--- config.mk ---
export PLATFORM = sky130hd
export DESIGN_NAME = traffic_light_ctrl_multi
export DESIGN_NICKNAME = d
export VERILOG_FILES = /design/src/rtl/traffic_light_ctrl_multi.sv
export SDC_FILE = /design/constraint.sdc
export NUM_CORES = 1
export LEC_CHECK = 0
export BUFFER_PORTS_ARGS = -buffer_cell sky130_fd_sc_hd__buf_2
export CELL_PAD_IN_SITES_DETAIL_PLACEMENT = 1
export CELL_PAD_IN_SITES_GLOBAL_PLACEMENT = 1
export CORE_ASPECT_RATIO = 1.2
export CORE_MARGIN = 2
export CORE_UTILIZATION = 43
export CTS_CLUSTER_DIAMETER = 200
export DETAILED_ROUTE_END_ITERATION = 10
export PLACE_DENSITY_LB_ADDON = 0.1
export RECOVER_POWER = 25
export SLEW_MARGIN = 10
export SYNTH_ARGS = -nofsm -noshare
export SYNTH_HDL_FRONTEND = slang
export SYNTH_SLANG_ARGS = --single-unit
export TNS_END_PERCENT = 1
--- constraint.sdc ---
create_clock -name clk -period 15.8 [get_ports clk]
set_input_delay 0 -clock clk [delete_from_list [all_inputs] [get_ports clk]]
set_output_delay 0 -clock clk [all_outputs]
set_load 0.02 [all_outputs]
--- src/rtl/traffic_light_ctrl_multi.sv ---
// Round-robin traffic light sequencer for N_DIR approaches: ALL_RED -> GREEN(d) -> YELLOW(d) -> ALL_RED(d+1),
// with flashing-yellow mode, maintenance lamp override and a phase-end strobe. All outputs are registered.
module traffic_light_ctrl_multi #(
  parameter int WIDTH      = 32,
  parameter int N_DIR      = 2,
  parameter int FLASH_HALF = 16
) (
  input  logic                       clk,
  input  logic                       rst,
  input  logic                       start_i,
  input  logic                       maintenance_i,
  input  logic                       flash_i,
  input  logic [N_DIR*WIDTH-1:0]     green_duration_i,
  input  logic [WIDTH-1:0]           yellow_duration_i,
  input  logic [WIDTH-1:0]           red_duration_i,
  input  logic [N_DIR-1:0]           manual_red_i,
  input  logic [N_DIR-1:0]           manual_yellow_i,
  input  logic [N_DIR-1:0]           manual_green_i,
  output logic [N_DIR-1:0]           red_o,
  output logic [N_DIR-1:0]           yellow_o,
  output logic [N_DIR-1:0]           green_o,
  output logic [$clog2(N_DIR)-1:0]   active_dir_o,
  output logic                       phase_end_o
);

  localparam int DW = $clog2(N_DIR);
  localparam int FW = $clog2(2 * FLASH_HALF);

  typedef enum logic [2:0] {
    IDLE,
    ALL_RED,
    GREEN,
    YELLOW,
    FLASH
  } state_e;

  state_e            state_q, state_d;
  logic [WIDTH-1:0]  cnt_q, cnt_d;
  logic [DW-1:0]     dir_q, dir_d;
  logic [FW-1:0]     flashTimer_q, flashTimer_d;
  logic [N_DIR-1:0]  red_q, red_d;
  logic [N_DIR-1:0]  yellow_q, yellow_d;
  logic [N_DIR-1:0]  green_q, green_d;
  logic              phaseEnd_q, phaseEnd_d;

  logic [WIDTH-1:0]  greenSel;
  logic [DW-1:0]     nextDir;
  logic [N_DIR-1:0]  dirMask;
  logic              expired;

  // A programmed duration of 0 still yields a one-cycle phase.
  function automatic logic [WIDTH-1:0] loadVal(input logic [WIDTH-1:0] dur);
    return (dur == '0) ? '0 : dur - WIDTH'(1);
  endfunction

  assign greenSel = green_duration_i[dir_q*WIDTH +: WIDTH];
  assign nextDir  = (dir_q == DW'(N_DIR - 1)) ? '0 : dir_q + 1'b1;
  assign expired  = (cnt_q == '0);

  always_comb begin
    state_d      = state_q;
    cnt_d        = cnt_q;
    dir_d        = dir_q;
    flashTimer_d = flashTimer_q;
    red_d        = '0;
    yellow_d     = '0;
    green_d      = '0;
    phaseEnd_d   = 1'b0;
    dirMask      = '0;

    if (maintenance_i) begin
      red_d    = manual_red_i;
      yellow_d = manual_yellow_i;
      green_d  = manual_green_i;
    end else if (!start_i) begin
      state_d      = IDLE;
      cnt_d        = '0;
      dir_d        = '0;
      flashTimer_d = '0;
    end else if (flash_i) begin
      state_d = FLASH;
      if (state_q != FLASH) begin
        flashTimer_d = '0;
      end else if (flashTimer_q == FW'(2 * FLASH_HALF - 1)) begin
        flashTimer_d = '0;
      end else begin
        flashTimer_d = flashTimer_q + 1'b1;
      end
      yellow_d = (flashTimer_d < FW'(FLASH_HALF)) ? '1 : '0;
    end else begin
      // Leaving IDLE or FLASH always goes through a full clearance interval first.
      unique case (state_q)
        IDLE, FLASH: begin
          state_d = ALL_RED;
          cnt_d   = loadVal(red_duration_i);
        end
        ALL_RED: begin
          if (expired) begin
            state_d = GREEN;
            cnt_d   = loadVal(greenSel);
          end else begin
            cnt_d = cnt_q - 1'b1;
          end
        end
        GREEN: begin
          if (expired) begin
            state_d = YELLOW;
            cnt_d   = loadVal(yellow_duration_i);
          end else begin
            cnt_d = cnt_q - 1'b1;
          end
        end
        YELLOW: begin
          if (expired) begin
            state_d = ALL_RED;
            cnt_d   = loadVal(red_duration_i);
            dir_d   = nextDir;
          end else begin
            cnt_d = cnt_q - 1'b1;
          end
        end
        default: begin
          state_d = IDLE;
          cnt_d   = '0;
          dir_d   = '0;
        end
      endcase

      phaseEnd_d = (state_d != IDLE) && (cnt_d == '0);
      dirMask    = N_DIR'(1) << dir_d;

      case (state_d)
        ALL_RED: red_d = '1;
        GREEN: begin
          green_d = dirMask;
          red_d   = ~dirMask;
        end
        YELLOW: begin
          yellow_d = dirMask;
          red_d    = ~dirMask;
        end
        default: red_d = '0;
      endcase
    end
  end

  always_ff @(posedge clk or posedge rst) begin
    if (rst) begin
      state_q      <= IDLE;
      cnt_q        <= '0;
      dir_q        <= '0;
      flashTimer_q <= '0;
      red_q        <= '0;
      yellow_q     <= '0;
      green_q      <= '0;
      phaseEnd_q   <= 1'b0;
    end else begin
      state_q      <= state_d;
      cnt_q        <= cnt_d;
      dir_q        <= dir_d;
      flashTimer_q <= flashTimer_d;
      red_q        <= red_d;
      yellow_q     <= yellow_d;
      green_q      <= green_d;
      phaseEnd_q   <= phaseEnd_d;
    end
  end

  assign red_o        = red_q;
  assign yellow_o     = yellow_q;
  assign green_o      = green_q;
  assign active_dir_o = dir_q;
  assign phase_end_o  = phaseEnd_q;

endmodule
=== Yosys cells after proc, flatten, opt, wreduce, memory -nomap -nowiden ===
Index checks and enable logic that the tools add are counted.

* Logic and storage cells: 95
* Output and inout port bits: 8
* Bits of input ports: 139
* Register bits after elaboration: 48

* Muxes and demuxes: 52
* $add $sub $neg: 6
* Magnitude comparators: 1
* Reduce and logical (&&, ||, !) cells: 13
* Shift operators: 2
* Bitwise gates (word level): 2
* Eq/ne operators: 11

{| class="wikitable"
|+ Operators by type and width
! operator !! number
|-
| two-way mux 32 bit || 11
|-
| zero test 32 bit || 5
|-
| case mux 32 bit (4 select lines) || 1
|-
| subtractor 32 x 1 -> 32 bit, second input constant || 4
|-
| indexed part select 64 x 7 -> 32 bit || 1
|-
| two-way mux 5 bit || 7
|-
| two-way mux 2 bit || 12
|-
| two-way mux 3 bit || 8
|-
| equality test 3 x 2 -> 1 bit, second input constant || 4
|-
| case mux 3 bit (4 select lines) || 1
|-
| two-way mux 1 bit || 10
|-
| equality test 3 x 1 -> 1 bit, second input constant || 2
|-
| adder 5 x 1 -> 5 bit, second input constant || 1
|-
| equality test 5 bit, second input constant || 1
|-
| less-than comparator 5 bit, second input constant || 1
|-
| case mux 2 bit (2 select lines) || 1
|-
| AND reduction 2 bit || 2
|-
| OR reduction 2 bit || 2
|-
| OR reduction 4 bit || 1
|-
| equality test 3 bit, second input constant || 1
|-
| zero test 3 bit || 1
|-
| inequality test 3 bit, second input constant || 1
|-
| nonzero test 3 bit || 1
|-
| inequality test 2 x 1 -> 1 bit, second input constant || 1
|-
| 7 further kinds || 7
|}

=== Logic depth before layout (Yosys ltp) ===
* Word-level depth: 13
* Depth in mapped cells: 22

=== Least setup slack after synthesis ===
Ideal clock, no wire load.

* Path kind: flip-flop to flip-flop
* Start point: reg dir_q (netlist: active_dir_o)
* End point: reg phaseEnd_q (netlist: phase_end_o)
* Data arrival time: 5,356 ps
* Clock period less this slack: 5,451 ps
* Stages on the path, launching flop included: 21
* Setup slack: 10,349 ps
* Path through: dfrtp_1 -> buf_2 -> buf_2 -> buf_2 -> buf_2 -> buf_2 -> buf_1 -> buf_2 -> clkbuf_1 -> mux2i_1 -> ha_1 -> nand2b_1 -> nor4_2 -> o211ai_1 -> nor4_1 -> nor3_1 -> o31ai_2 -> nand4_1 -> or4_1 -> or4_1 -> nor4_2

* Cells in the longest elaborated chain, start to end: 13
* Elaborated cells on any way between the ends: 14
* Classes of those cells: 1 x add/sub; 1 x shift; 9 x mux; 3 x reduce/logical

{| class="wikitable"
|+ RTL lines
! item !! RTL line !! text
|-
| start, declared || 39 || <nowiki>logic [DW-1:0] dir_q, dir_d;</nowiki>
|-
| start signal, assigned || 160 || <nowiki>dir_q <= dir_d;</nowiki>
|-
| indexed part select 64 x 7 -> 32 bit (*) || 56 || <nowiki>assign greenSel = green_duration_i[dir_q*WIDTH +: WIDTH];</nowiki>
|-
| subtractor 32 x 1 -> 32 bit or zero test 32 bit (tied branches) || 53 || <nowiki>return (dur == '0) ? '0 : dur - WIDTH'(1);</nowiki>
|-
| two-way mux 32 bit (*) || 53 ||
|-
| two-way mux 32 bit (*) || 98 || <nowiki>if (expired) begin</nowiki>
|-
| case mux 32 bit (4 select lines) (*) || 92 || <nowiki>unique case (state_q)</nowiki>
|-
| two-way mux 32 bit (*) || 80 || <nowiki>end else if (flash_i) begin</nowiki>
|-
| two-way mux 32 bit (*) || 75 || <nowiki>end else if (!start_i) begin</nowiki>
|-
| two-way mux 32 bit (*) || 71 || <nowiki>if (maintenance_i) begin</nowiki>
|-
| zero test 32 bit (*) || 129 || <nowiki>phaseEnd_d = (state_d != IDLE) && (cnt_d == '0);</nowiki>
|-
| logical AND 1 bit (*) || 129 ||
|-
| two-way mux 1 bit (*) || 80 ||
|-
| two-way mux 1 bit (*) || 75 ||
|-
| two-way mux 1 bit (*) || 71 ||
|-
| via phaseEnd_d || 44 || <nowiki>logic phaseEnd_q, phaseEnd_d;</nowiki>
|-
| end signal, assigned || 165 || <nowiki>phaseEnd_q <= phaseEnd_d;</nowiki>
|-
| end, declared || 44 ||
|}

The timed path passes the listed nets; every way through them passes the cells marked *. The select of a mux whose other input is x is not followed.
A chain may end at the register's enable or synchronous reset.

=== Worst setup path in the final report ===
Ends and elaborated chain as after synthesis.

==> impl_metrics.py <==
metrics = {
    "floorplanning": {
        "initial_core_util_pct": 43.4,
        "io_pins": 147,
        "fp.dieH_um": 138,
        "fp.dieArea_um2": 16000,
        "fp-row-count": 49,
        "core_area_um2": 14800,
        "die_w_um": 116,
    },
    "worst_setup_path": {
        "path_buf_inv": 1,
        "cp.arrival_ns": 5.56,
        "cpLargestDelayFamily": "simple AND/OR/NAND/NOR gates",
        "slowest_stage": "buf_4",
        "end_kind": "flip-flop",
        "path_cells": "buf_4 -> or4b_1 -> a222oi_1 -> or3b_1 -> o21ai_4 -> nor2_1 -> a22oi_1 -> nand4_1 -> or4_1 -> or4_1 -> nor4_2",
        "cpMostUsedCell": "or4_1",
        "crit_path_start_kind": "flip-flop",
        "path_depth": 11,
        "max_stage_delay_ns": 0.66,
        "reg2reg_depth": 11,
        "worst_ep_required_time_ns": 16.01,
        "path_class": "flip-flop to flip-flop",
        "cp_max_fo": 71,
    },
    "synth": {
        "synth_ff_type": "dfrtp_1",
        "yosysUniqueCellTypes": 71,
        "syn_inst": 868,
        "async_reset_ff_share_pct": 100,
        "synth_area_um2": 6440,
        "yosys_warnings": 0,
        "synth_nets": 1015,
        "synth_seq_cells": 48,
        "synth_edf_count": 0,
        "synth_seq_area_share_pct": 18.7,
        "syn_area_per_cell_um2": 7.42,
    },
    "power": {
        "power_density_nw_per_um2": 61.7,
        "ir_drop_mv": 0.0456,
        "p_leak_nw": 2.85,
    },
    "place": {
        "place_congestion": 0.967,
        "dp_hpwl_mm": 22.6,
        "place_ws_ns": 10.61,
        "portBuffers": 146,
        "placedCellCount": 1181,
    },
    "sta": {
        "hold_viol_final": 0,
        "setup_slack_ns": 10.45,
        "finalCritPeriodShare_pct": 33.9,
        "rsz0062_at_grt": "no",
        "worstMarginPinSlew_ns": 1.83,
        "max_clock_freq_mhz": 187,
        "slew_headroom_pct": -21.9,
        "fin_crit_ns": 5.35,
        "slew_viol_final": 49,
        "fin_tns_setup_ns": 0,
        "finalClockSkew_ns": 0.00933,
        "setup_viol": 0,
    },
    "drt": {
        "wl_mm": 27.8,
        "vias": 7672,
        "drtIter0Drc": 603,
        "dr.pass1.iters": 6,
        "drt-wirelength-per-cell_um": 23.2,
        "post-route-drc-count": 0,
        "ant_nets": 0,
        "viasPerCell": 6.41,
    },
    "layout": {
        "layout.cells.non_filler": 1197,
        "areaGrowthSynthToFinish_pct": 16.4,
        "n_fill_cell": 1972,
        "nets": 1138,
        "layout-drive-gt1-share_pct": 17.7,
    },
    "clocking": {
        "cts-htree-levels": 2,
        "clk_pin_slew_ns": 0.07,
        "cts.path.max_buffers": 2,
        "clock_latency_ns": 0.30,
        "clock-sinks": 48,
        "cts_tree": "done",
        "cts_buffers": 5,
        "root_buffer": "clkbuf_16",
        "cts_resized": 0,
    },
    "global_route": {
        "grt_usage_pct": 34.2,
        "grt_max_degree": 72,
        "grt_pass1_vias": 7418,
        "antenna_found_initial": 1,
        "grt_pass1_wl_mm": 42.5,
        "grt-ovfl-total": 0,
    },
    "run_status": {
        "status": "finished with violations",
        "violations": "capacitance limit, slew limit",
    },
    "hold_path": {
        "whs_path_depth": 3,
        "hold_path_class": "primary input to flip-flop",
    },
    "job": {
        "cap_violations": 1,
    },
}
[cells in the mapped netlist (all sizes together) (7+ instances only)]
cell / count / area share (%)
buf: 17 / 1.4
dfrtp: 48 / 19
nand3: 17 / 1.3
inv: 12 / 0.70
nand4b: 7 / 0.95
a22o: 18 / 2.4
o22ai: 14 / 1.4
nor3: 55 / 4.3
ha: 8 / 1.6
nand2: 86 / 5.0
xor2: 48 / 6.5
o31ai: 13 / 1.6
a22oi: 7 / 0.82
nor3b: 11 / 1.4
clkbuf: 24 / 1.4
mux2i: 30 / 4.7
nand4: 13 / 1.4
and3: 8 / 0.78
a21oi: 35 / 2.7
or3: 15 / 1.5
nor4: 35 / 3.7
xnor2: 52 / 7.1
o211ai: 16 / 1.9
or4b: 8 / 1.2
o21ai: 72 / 5.8
nand2b: 9 / 0.87
nor2: 75 / 4.4
or4: 20 / 2.3
[path summary, 6_finish.rpt]
check	slack, ns	to	start
setup / recovery	10.45	phase_end_o	active_dir_o
hold / removal	0.06	yellow_o[1]	flash_i
setup reg to reg	10.45	phase_end_o	active_dir_o
hold reg to reg	0.52	flashTimer_q[4]	flashTimer_q[4]
max in group asynchronous	13.78	active_dir_o	rst
min in group asynchronous	0.84	state_q[0]	rst
[flip-flops by register name, summed over array words and instances (netlist names)]
name and count:
cnt_q 32, flashTimer_q 5, red_o 2, phase_end_o 1, state_q 3, green_o 2, yellow_o 2, active_dir_o 1
[report_power, final]
part	internal, mW	leakage (nW)	switching [mW]
clock	0.0675	0.0772	0.0477
sequential	0.132	0.641	0.0142
combinational	0.0706	2.13	0.131
total	0.270	2.85	0.193
[layer usage]
layer  vias to the layer above  track usage (%)  wire [um]
met2                       347             55.2      12700
met4                         0             10.3       1060
met1                      3703             47.5      12100
met3                        71             4.08       1920
met5                         -                0          0
li1                       3551                -          -
[cells in the final DEF (no fill, tap or decap), types with 18 or more instances in the layout]
master	instances
o21ai_0	70
nor3_1	55
xnor2_1	52
nor2_1	75
xor2_1	48
dfrtp_1	47
or4_1	20
mux2i_1	30
a21oi_1	35
buf_2	138
nor4_1	32
nand2_1	86
a22o_1	18
[cell families (layout without fill, tap and decap cells)]
group | Yosys count | count (layout) | share of synthesized area (%)
AO/OA/AOI/OAI | 234 | 234 | 24.4
XOR/XNOR | 100 | 100 | 13.6
adder cells (fa/ha/maj) | 8 | 8 | 1.55
buffers and inverters | 53 | 177 | 3.48
flip-flops | 48 | 48 | 18.7
multiplexers | 35 | 35 | 5.54
other | 0 | 1 | 0
AND/OR/NAND/NOR | 390 | 390 | 32.7
[metrics by stage]
step	power [mW]	utilization [%]	hold slack (ns)	instance area [um2]
after global placement	0.340	49.1	0.200	7280
after detailed placement	0.340	49.1	0.213	7280
after floorplan	0.258	-	0.110	6440
after global routing	0.482	50.5	0.0770	7500
final	0.463	50.5	0.0595	7500
after CTS	0.456	50.6	0.0370	7500
[worst reg2reg max path, delay by kind of cell (launching register included)]
family          cells  cell delay (ns)
compound gates      3             1.29
buf+inv             1             0.67
flops               1             0.57
simple gates        7             2.73
[area by class of cell]
cell class	count	area [um2]	share of cell area [%]
Sequential cell	48	1200	16.0
Timing Repair Buffer	157	821	10.9
Tap cell	204	255	3.40
Multi-Input combinational cell	767	5010	66.9
Inverter	12	45.0	0.601
Clock buffer	8	156	2.09
Antenna cell	1	2.50	0.0334
[repair_timing]
action                    CTS  global route
hold endpoints to repair   21             0
hold buffers                7             0
buffers inserted            0             0
No activity file was read; power rests on OpenSTA's default activity.
